<file path="src/rtl/riscv_fetch_unit.sv">
// Instruction-fetch front end: credit-limited request port, in-order response tracking,
// prefetch FIFO toward IF/ID, and redirect flush that drops responses still in flight.
module riscv_fetch_unit #(
    parameter int unsigned     XLEN       = 32,
    parameter int unsigned     FIFO_DEPTH = 4,
    parameter logic [XLEN-1:0] RESET_PC   = '0
) (
    input  logic                          clock,
    input  logic                          reset,
    output logic                          imem_req_valid,
    input  logic                          imem_req_ready,
    output logic [XLEN-1:0]               imem_req_addr,
    input  logic                          imem_resp_valid,
    input  logic [31:0]                   imem_resp_data,
    input  logic                          redirect_valid,
    input  logic [XLEN-1:0]               redirect_pc,
    output logic                          if_valid,
    input  logic                          if_ready,
    output logic [31:0]                   if_instruction,
    output logic [XLEN-1:0]               if_pc,
    output logic [XLEN-1:0]               if_pc_plus4,
    output logic [$clog2(FIFO_DEPTH):0]   fifo_level
);
    localparam int PW = $clog2(FIFO_DEPTH);
    localparam int CW = PW + 1;
    localparam logic [CW:0] DEPTH_EXT = (CW + 1)'(FIFO_DEPTH);

    logic [XLEN-1:0] fetch_pc;
    logic [XLEN-1:0] resp_pc;
    logic [CW-1:0]   live_out;
    logic [CW-1:0]   discard_cnt;
    logic [CW-1:0]   count;
    logic [PW-1:0]   rd_ptr;
    logic [PW-1:0]   wr_ptr;
    logic [31:0]     data_mem [FIFO_DEPTH];
    logic [XLEN-1:0] pc_mem   [FIFO_DEPTH];

    logic [CW:0]     live_plus_fifo;
    logic [CW:0]     live_plus_discard;
    logic            req_fire;
    logic            resp_drop;
    logic            push;
    logic            pop;
    logic [XLEN-1:0] target_pc;
    logic            unused_low_bits;

    assign unused_low_bits   = ^redirect_pc[1:0];
    assign target_pc         = {redirect_pc[XLEN-1:2], 2'b00};
    assign live_plus_fifo    = {1'b0, live_out} + {1'b0, count};
    assign live_plus_discard = {1'b0, live_out} + {1'b0, discard_cnt};

    // Credits cover both FIFO slots and stale responses, so every accepted word has a home.
    assign imem_req_valid = !reset && !redirect_valid
                            && (live_plus_fifo < DEPTH_EXT)
                            && (live_plus_discard < DEPTH_EXT);
    assign imem_req_addr  = fetch_pc;

    assign req_fire  = imem_req_valid && imem_req_ready;
    assign resp_drop = imem_resp_valid && (discard_cnt != '0);
    assign push      = imem_resp_valid && (discard_cnt == '0) && !redirect_valid;
    assign pop       = if_valid && if_ready && !redirect_valid;

    always_ff @(posedge clock or posedge reset) begin
        if (reset) begin
            fetch_pc    <= RESET_PC;
            resp_pc     <= RESET_PC;
            live_out    <= '0;
            discard_cnt <= '0;
            count       <= '0;
            rd_ptr      <= '0;
            wr_ptr      <= '0;
        end else if (redirect_valid) begin
            // A response landing in the redirect cycle is already one of the in-flight ones.
            fetch_pc    <= target_pc;
            resp_pc     <= target_pc;
            live_out    <= '0;
            discard_cnt <= discard_cnt + live_out - CW'(imem_resp_valid);
            count       <= '0;
            rd_ptr      <= '0;
            wr_ptr      <= '0;
        end else begin
            if (req_fire)  fetch_pc    <= fetch_pc + XLEN'(4);
            if (push)      resp_pc     <= resp_pc + XLEN'(4);
            if (resp_drop) discard_cnt <= discard_cnt - CW'(1);
            if (push)      wr_ptr      <= wr_ptr + PW'(1);
            if (pop)       rd_ptr      <= rd_ptr + PW'(1);
            live_out <= live_out + CW'(req_fire) - CW'(push);
            count    <= count + CW'(push) - CW'(pop);
        end
    end

    // NOTE: FIFO storage has no reset; the pointers and count alone decide which entries are valid.
    always_ff @(posedge clock) begin
        if (push) begin
            data_mem[wr_ptr] <= imem_resp_data;
            pc_mem[wr_ptr]   <= resp_pc;
        end
    end

    assign if_valid       = (count != '0);
    assign if_instruction = if_valid ? data_mem[rd_ptr] : 32'h0;
    assign if_pc          = if_valid ? pc_mem[rd_ptr] : resp_pc;
    assign if_pc_plus4    = if_pc + XLEN'(4);
    assign fifo_level     = count;

    a_resp_has_request: assert property (@(posedge clock) disable iff (reset)
        imem_resp_valid |-> (live_out != '0 || discard_cnt != '0));
    a_no_overflow: assert property (@(posedge clock) disable iff (reset)
        (push && !pop) |-> (count < CW'(FIFO_DEPTH)));
endmodule

</file>
<file path="config.mk">
export PLATFORM = sky130hd
export DESIGN_NAME = riscv_fetch_unit
export DESIGN_NICKNAME = d
export VERILOG_FILES = /design/src/rtl/riscv_fetch_unit.sv
export SDC_FILE = /design/constraint.sdc
export NUM_CORES = 1
export LEC_CHECK = 0
export BUFFER_PORTS_ARGS = -buffer_cell sky130_fd_sc_hd__buf_2
export CORE_ASPECT_RATIO = 1.2
export CORE_MARGIN = 10
export CORE_UTILIZATION = 58
export DETAILED_ROUTE_END_ITERATION = 8
export HOLD_SLACK_MARGIN = 0.15
export PLACE_DENSITY = 0.8
export SKIP_LAST_GASP = 1
export SYNTH_ARGS = -nofsm -noshare
export SYNTH_HDL_FRONTEND = slang
export SYNTH_SLANG_ARGS = --single-unit
</file>
<file path="constraint.sdc">
create_clock -name clock -period 3.8 [get_ports clock]
set_input_delay 0.19 -clock clock [delete_from_list [all_inputs] [get_ports clock]]
set_output_delay 0.19 -clock clock [all_outputs]
set_load 0.02 [all_outputs]
</file>
==> metrics.txt <==
Critical Path End Type output pin; drt drc 0; vias post-DR slightly below 10000; DP Worst Slack around 0.6 ns; Fillers approximately 1600; total wire length approximately 37000 um; Max Used Layer met4; clock buffer depth 3; Final Critical Period between 3 and 4 ns; worst hold path class in -> reg; ANT cells 0; clock skew 0.0113 ns; Top Family by Delay on Critical Path simple AND/OR/NAND/NOR gates; DR iter-0 viols 904; WL per Instance approximately 22 um; Largest stage delay, worst path 0.64 ns; Final Setup Violations 0; startpoint class of the critical path flip-flop; most frequent cells after synthesis 248 x edfxtp_1, 125 x nand2_1, 73 x dfrtp_1, 58 x mux4_2, 44 x o21ai_0; yosys warns 0; CTS buffer count 30; Port-buffer cells roughly 190; Worst VDD drop ~0.00053 V; Root Buffer clkbuf_16; Finished Core Util a little under three quarters; chip width ~160 um; Synth cell types between 50 and 60; dominant cell type by area after synthesis edfxtp_1; Synth Register Bits approximately 320; TNS Setup 0 ns; GPL Wtd Cong 0.892; number of synthesized flops with an enable pin about 250; # rows 63; Worst Max-Slew Pin Slew ~0.96 ns; Slew headroom between 30% and 40%; Design Power roughly 0.012 W; area grow syn2layout 21.3%; Die H just under 200 um; DR vias/cell 6.00; Main synth FF type edfxtp_1; met2 WL 18700 um; 1st-pass router iterations 5; Clock Pin Slew Worst Setup and Hold Paths approximately 0.06 ns; placed cell area between 15000 and 20000 um2; MaxCap Viol Count 0; Crit Path Category reg -> out; Clock Sinks about 320; Post-Syn Area 14600 um2; sequential area share after synthesis a little under two thirds; status finished clean; cell with the largest stage delay on the worst path dfrtp_4; most frequent cell after synthesis edfxtp_1; Clk Latency, worst-skew pair between 0.5 and 0.6 ns; core area 24800 um2; Final nets around 1400; DR WL met3 roughly 3600 um; vias in the first global route roughly 10000; leakage power between 6 and 7 nW; fmax 273 MHz; antenna viol nets, final 0; Hold Fails Final Rpt 0; power density over the cells roughly 670 nW/um2; layout cells sized above 1 about 27%; grt total ovfl 0; fin worst setup slack between 0.1 and 0.15 ns; hpwl dp 22700 um; antenna violations before repair 0; Mapped Cells about 1000; largest net degree at the start of global routing 78; Overall Global Routing Usage between 20% and 30%; Final Max Tran Viols 0; I/O pin count 203; die footprint ~32000 um2; DRT met1 WL roughly 14000 um; initial core utilization approximately three fifths; global-route wire length before repair 55700 um; H-tree levels 1; worst-path maximum fanout 23; top cells by area, synth edfxtp_1 51%, dfrtp_1 13%, mux4_2 9.0%; share of the synthesized area in the top cell type 51.1%; Final Cell Area 17700 um2; Post-synth ARST share 22.7%; syn_area_per_cell 14.4 um2; CP cell instances buf_4 -> mux4_2 -> nand4_1 -> a21oi_1 -> nand3b_1 -> nor4_1 -> xor2_1 -> buf_2; Worst EP arrival 3.47 ns; WP data required 3.61 ns; Tcrit/Tclk final approximately 96%; Buffers & Inverters on Critical Path 2; CTS tree done
==> report_power, final <==
part | switching, W | total (W) | leakage [nW] | internal [W]
sequential | 0.000309 | 0.00434 | 3.12 | 0.00403
combinational | 0.00274 | 0.00447 | 3.11 | 0.00174
clock | 0.00126 | 0.00296 | 0.462 | 0.00170
total | 0.00431 | 0.0118 | 6.69 | 0.00746
==> per-layer routing <==
metal / track usage [%] / up-vias
li1: - / 4346
met1: 29.0 / 4859
met2: 36.4 / 520
met3: 4.12 / 56
met4: 5.04 / 0
met5: 0 / -
==> layout by cell type (no fill, tap or decap), types with 20 or more instances in the layout <==
| master | n |
|---|---|
| dlygate4sd3_1 | 68 |
| inv_1 | 25 |
| edfxtp_1 | 248 |
| clkbuf_16 | 32 |
| xor2_1 | 41 |
| nand2_1 | 125 |
| dfrtp_1 | 69 |
| mux4_2 | 58 |
| xnor2_1 | 34 |
| and2_1 | 33 |
| ha_1 | 20 |
| nand3_1 | 41 |
| nor2_1 | 38 |
| buf_2 | 194 |
| o21ai_0 | 44 |
==> worst register-to-register path, cell delays in order, from the launching register on <==
cell	delay, ns
dfrtp_2	0.45
ha_1	0.21
nor4_1	0.46
o2111ai_2	0.30
or4_1	0.70
nor3_1	0.22
xor2_1	0.09
mux2_2	0.26
==> state kept, by name, indices dropped and copies added (netlist names) <==
signal         flops
data_mem         128
rd_ptr             2
pc_mem           120
live_out           3
wr_ptr             2
discard_cnt        3
resp_pc           30
fifo_level         3
imem_req_addr     30
==> kinds of logic after synthesis <==
family | after synthesis | synth area share, %
other cells | 1 | 0.0257
fa+ha+maj | 23 | 2.13
buf+inv | 82 | 2.70
flops | 321 | 63.6
mux | 81 | 11.1
xor+xnor | 75 | 4.51
simple gates | 331 | 11.6
compound gates | 100 | 4.30
==> repair_timing <==
| item | CTS | global route |
|---|---|---|
| buffers inserted | 0 | 6 |
| endpoints found under the setup margin | 0 | 9 |
| endpoints found under the hold margin | 240 | 0 |
| hold buffers | 68 | 0 |
| resized for setup | 0 | 6 |
==> final timing paths <==
check	slack, ns	cells after the start	end	from
max reg2reg	0.99	7	imem_req_addr[20]$_DFFE_PP0N_	fifo_level[2]$_DFF_PP0_
min in group asynchronous	0.43	3	live_out[1]$_DFF_PP0_	reset
min reg2reg	0.58	1	imem_req_addr[21]$_DFFE_PP0N_	imem_req_addr[21]$_DFFE_PP0N_
max in group asynchronous	2.39	4	resp_pc[19]$_DFFE_PP0N_	reset
max	0.14	8	if_pc_plus4[31]	rd_ptr[1]$_DFFE_PP0P_
min	0.39	2	data_mem[0][22]$_DFFE_PP_	imem_resp_data[22]
==> layout make-up <==
type	instances	area (um2)	share of cell area [%]
clock buffer	38	802	4.54
clock inverter	17	171	0.970
inverter	28	105	0.595
multi-input combinational	616	4950	28.0
sequential	321	9280	52.5
tap	325	407	2.30
timing repair buffer	286	1950	11.0
==> stage by stage <==
| stage | hold slack (ns) | cells |
|---|---|---|
| after floorplan | 0.289 | 1019 |
| after global placement | 0.402 | 1501 |
| after detailed placement | 0.410 | 1501 |
| after CTS | 0.379 | 1624 |
| after global routing | 0.399 | 1631 |
| final | 0.390 | 1631 |
No activity file was read; power rests on OpenSTA's default activity.
